<file path="config.mk">
export PLATFORM = sky130hd
export DESIGN_NAME = tmr_vote_pipe
export DESIGN_NICKNAME = d
export VERILOG_FILES = /design/src/rtl/tmr_vote_pipe.sv
export SDC_FILE = /design/constraint.sdc
export NUM_CORES = 1
export LEC_CHECK = 0
export ABC_AREA = 1
export CAP_MARGIN = 25
export CORE_ASPECT_RATIO = 1.2
export CORE_UTILIZATION = 55
export CTS_BUF_LIST = sky130_fd_sc_hd__clkbuf_8
export CTS_CLUSTER_SIZE = 12
export DETAILED_ROUTE_END_ITERATION = 12
export PLACE_DENSITY = 0.81
export SYNTH_ARGS = -nofsm -noshare
export SYNTH_HDL_FRONTEND = slang
export SYNTH_SLANG_ARGS = --single-unit
export TNS_END_PERCENT = 50
</file>
<file path="constraint.sdc">
create_clock -name clk -period 5.2 [get_ports clk]
set_input_delay 1.04 -clock clk [delete_from_list [all_inputs] [get_ports clk]]
set_output_delay 1.04 -clock clk [all_outputs]
set_load 0.005 [all_outputs]
</file>
<file path="src/rtl/tmr_vote_pipe.sv">
`default_nettype none
// ============================================================================
//  Module   : tmr_vote_pipe
//  Brief    : Pipelined TMR bitwise 2-of-3 voter with per-channel saturating
//             disagreement counters and a sticky error flag.
//             Optional fault injection on the stage-1 capture is enabled by
//             defining TMR_VOTE_FAULT_INJECT_EN.
//  Revision : 1.0 - initial release
// ============================================================================
module tmr_vote_pipe #(
    parameter int WIDTH = 8,
    parameter int CNT_W = 8
) (
    input  logic             clk,
    input  logic             rst,
    input  logic             in_valid,
    input  logic [WIDTH-1:0] a,
    input  logic [WIDTH-1:0] b,
    input  logic [WIDTH-1:0] c,
    input  logic             clr_cnt,
`ifdef TMR_VOTE_FAULT_INJECT_EN
    input  logic             inj_en,
    input  logic [WIDTH-1:0] inj_a,
    input  logic [WIDTH-1:0] inj_b,
    input  logic [WIDTH-1:0] inj_c,
`endif
    output logic             out_valid,
    output logic [WIDTH-1:0] g,
    output logic             mismatch,
    output logic             err_sticky,
    output logic [CNT_W-1:0] err_cnt_a,
    output logic [CNT_W-1:0] err_cnt_b,
    output logic [CNT_W-1:0] err_cnt_c
);

    localparam logic [CNT_W-1:0] c_CNT_MAX = '1;
    localparam logic [CNT_W-1:0] c_CNT_ONE = {{(CNT_W-1){1'b0}}, 1'b1};

    logic [WIDTH-1:0] w_cap_a;
    logic [WIDTH-1:0] w_cap_b;
    logic [WIDTH-1:0] w_cap_c;

`ifdef TMR_VOTE_FAULT_INJECT_EN
    // Masks flip bits only on the way into stage 1; they are never stored.
    assign w_cap_a = inj_en ? (a ^ inj_a) : a;
    assign w_cap_b = inj_en ? (b ^ inj_b) : b;
    assign w_cap_c = inj_en ? (c ^ inj_c) : c;
`else
    assign w_cap_a = a;
    assign w_cap_b = b;
    assign w_cap_c = c;
`endif

    logic [WIDTH-1:0] r_a;
    logic [WIDTH-1:0] r_b;
    logic [WIDTH-1:0] r_c;
    logic             r_v1;

    always_ff @(posedge clk or posedge rst) begin
        if (rst) begin
            r_a  <= '0;
            r_b  <= '0;
            r_c  <= '0;
            r_v1 <= 1'b0;
        end else begin
            r_v1 <= in_valid;
            if (in_valid) begin
                r_a <= w_cap_a;
                r_b <= w_cap_b;
                r_c <= w_cap_c;
            end
        end
    end

    logic [WIDTH-1:0] w_m;
    logic [2:0]       w_diff;
    logic             w_any;

    assign w_m       = (r_b & r_c) | (r_a & (r_b | r_c));
    assign w_diff[0] = |(r_a ^ w_m);
    assign w_diff[1] = |(r_b ^ w_m);
    assign w_diff[2] = |(r_c ^ w_m);
    assign w_any     = |w_diff;

    logic [WIDTH-1:0] r_g;
    logic             r_out_valid;
    logic             r_mismatch;
    logic             r_sticky;
    logic [CNT_W-1:0] r_cnt [3];

    always_ff @(posedge clk or posedge rst) begin
        if (rst) begin
            r_g         <= '0;
            r_out_valid <= 1'b0;
            r_mismatch  <= 1'b0;
        end else begin
            r_out_valid <= r_v1;
            if (r_v1) begin
                r_g        <= w_m;
                r_mismatch <= w_any;
            end else begin
                r_mismatch <= 1'b0;
            end
        end
    end

    // Clear takes priority over any increment landing on the same edge.
    always_ff @(posedge clk or posedge rst) begin
        if (rst) begin
            r_sticky <= 1'b0;
            for (int i = 0; i < 3; i++) begin
                r_cnt[i] <= '0;
            end
        end else if (clr_cnt) begin
            r_sticky <= 1'b0;
            for (int i = 0; i < 3; i++) begin
                r_cnt[i] <= '0;
            end
        end else if (r_v1) begin
            if (w_any) begin
                r_sticky <= 1'b1;
            end
            for (int i = 0; i < 3; i++) begin
                if (w_diff[i] && (r_cnt[i] != c_CNT_MAX)) begin
                    r_cnt[i] <= r_cnt[i] + c_CNT_ONE;
                end
            end
        end
    end

    assign out_valid  = r_out_valid;
    assign g          = r_g;
    assign mismatch   = r_mismatch;
    assign err_sticky = r_sticky;
    assign err_cnt_a  = r_cnt[0];
    assign err_cnt_b  = r_cnt[1];
    assign err_cnt_c  = r_cnt[2];

endmodule
`default_nettype wire

</file>
==> impl_metrics.ini <==
[logic_synthesis]
synth_area_um2 = 3340
postSynthCellCount = 455
seq_area_frac_synth = 0.449
syn-mean-instance-area_um2 = 7.35
synth_fp_nets = 486
synth_cell_types = 25
ys_ff_latch = 60
yosys_warnings = 0

[cts]
numCtsBuffers = 9
cts.clk_slew.worst_paths_ns = 0.07
cts_resized = 0
cts_hold_buf = 0
cts-htree-levels = 3
clockRootBuffer = clkbuf_8
cts_tree = done
cts_setup_buffers = 0
cts_max_path_buffers = 2
clk_latency_ns = 0.34
cts.sinks = 60

[status]
status = complete, no violations

[sta]
setup-tns-final_ns = 0
final-setup-viol-count = 0
fmax_mhz = 369
hold_violations = 0
skew_ns = 0.00890
period_share = 0.521
rsz0062_at_grt = false
finalMaxSlewViolations = 0
period_minus_slack_ns = 2.71
whs_ns = 0.444
fin_ws_ns = 2.49
maxSlewHeadroom = 0.470
worst_pin_slew_ns = 0.790

[placed_design]
dp_slack_ns = 2.17
place_area_um2 = 4000
hpwlAfterDp_um = 5160
port_buffers = 62
dp_cells = 586
finalWeightedCongestion = 0.836

[floorplan]
core_um2 = 5740
placementRows = 30
ios = 63
die_y_um = 87.4
die_x_um = 73.2
dieArea_um2 = 6400
initial_core_util = 0.582

[layout]
syn2layout_area_growth_pct = 24.7
regArea_um2 = 1500
num-fill-cells = 453
n_antenna_cell = 0
design_area_um2 = 4170
fin_util = 0.726
num-nets-final = 548
multi_input_area_um2 = 1530
final_layout_size_suffix_gt1_frac = 0.0864
fin_cells = 601

[job]
drv_cap = 0

[global_route]
grt_pass1_wl_um = 12400
grt_max_degree = 50
overflow = 0
antenna_found_initial = 0
grt_pass1_vias = 2992
grt_usage = 0.253

[routing]
wire_per_inst_um = 12.3
routed_wl_um = 7390
wl_met3_um = 320
drc_errors = 0
ant_nets = 0
routed.top_layer = met4
vias_per_cell = 5.29
vias = 3181
dr.pass1.iters = 5
drt-met1-wl_um = 3090
dr_wl_met2_um = 3850
drt-initial-drc-count = 271

[pwr]
finalPower_mw = 1.12
power_frac_comb = 0.195
p_int_mw = 0.788
switchingPower_mw = 0.336
pwr-share-seq = 0.478
power_leakage_nw = 2.02
peakVddDrop_v = 0.000219
power_frac_clock = 0.327
p_per_area_nw_per_um2 = 270
switching_share = 0.299

[worst_setup_path]
start_kind = input port
critPathMaxStageDelay_ns = 0.72
crit_arrival_ns = 2.99
worstRegToRegCells = 8
critPathKind = in2reg
cp_slowest_cell = clkinv_1
cp-end-kind = flop
critPathBufInv = 2
crit_chain = clkdlybuf4s50_1 -> clkinv_1 -> nand2_4 -> nand3_1 -> nand2_1
cp.required_ns = 5.48
worst-path-stages = 5
cp_top_family = buffers and inverters
cp_max_fo = 26

[hold_path]
hold_path_class = reg2reg
hold_depth = 0
## path summary, 6_finish.rpt
kind                         startpoint           end  slack [ns]
setup / recovery                clr_cnt  err_cnt_a[5]        2.49
hold / removal                     r_v1     out_valid        0.44
setup reg to reg           err_cnt_c[0]  err_cnt_c[0]        3.36
hold reg to reg                    r_v1     out_valid        0.44
max in group asynchronous           rst          r_v1        3.27
min in group asynchronous           rst        r_a[2]        1.10
## power by group through the flow
stage	Combinational [mW]	Sequential (mW)	Clock [mW]
6_report	0.219	0.537	0.368
4_1_cts	0.221	0.536	0.370
3_5_place_dp	0.220	0.544	0
5_1_grt	0.249	0.542	0.386
2_1_floorplan	0.135	0.540	0
3_3_place_gp	0.211	0.543	0
## registers in the layout (all words and copies together) (netlist names)
signal      flops
out_valid       1
mismatch        1
err_sticky      1
err_cnt_a       8
g               8
err_cnt_b       8
r_b             8
r_a             8
r_c             8
r_v1            1
err_cnt_c       8
## metal layers
metal | vias to the layer above | global-route usage
li1 | 1597 | -
met1 | 1472 | 0.283
met2 | 101 | 0.463
met3 | 11 | 0.0370
met4 | 0 | 0.121
met5 | - | 0
## cells in the final DEF, fill, tap and decap left out, types with 2 or more instances in the layout
cell type | synthesis | final
dfrtp_1 | 60 | 60
ha_1 | 3 | 3
inv_1 | 46 | 47
nor2_1 | 28 | 28
clkinv_1 | 7 | 7
o21ai_0 | 48 | 48
clkinv_2 | 0 | 2
inv_2 | 10 | 11
nand4_1 | 12 | 12
clkbuf_8 | 0 | 11
nand2_1 | 117 | 117
nor2_2 | 14 | 14
buf_4 | 3 | 2
a21oi_1 | 3 | 3
clkdlybuf4s50_1 | 0 | 62
nor3_1 | 4 | 4
nand3_1 | 78 | 78
nand3_2 | 2 | 2
xor2_1 | 4 | 4
## area by class of cell
| cell class | count | area share |
|---|---|---|
| multi-input cells | 319 | 0.366 |
| flip-flops and latches | 60 | 0.360 |
| repair buffers | 64 | 0.152 |
| inverters | 63 | 0.0567 |
| clock buffers | 11 | 0.0363 |
| well taps | 80 | 0.0240 |
| clock inverters | 4 | 0.00420 |
## synth_stat cells
cell type	count	area (um^2)
buf_6	2	22.5
nor3b_1	1	7.51
a31oi_1	1	6.26
inv_1	46	173
o21ai_4	1	16.3
o21ai_0	48	240
nand2_4	1	11.3
dfrtp_1	60	1500
nand3_2	2	20.0
buf_4	3	22.5
a21oi_1	3	15.0
xor2_1	4	35.0
a31oi_2	1	12.5
nand4_1	12	75.1
nand2_1	117	439
clkbuf_1	6	22.5
nand3_1	78	390
nor3_1	4	20.0
nor2_1	28	105
buf_2	2	10.0
inv_2	10	37.5
ha_1	3	37.5
nor2_2	14	87.6
clkinv_1	7	26.3
xnor2_1	1	8.76
## kinds of logic after synthesis
logic type	after synthesis	share of synthesized area
fa+ha+maj	3	0.0112
compound gates	54	0.0868
buf+inv	76	0.0939
simple gates	257	0.346
flops	60	0.449
xor+xnor	5	0.0131
Power figures use the tool's default switching activity.
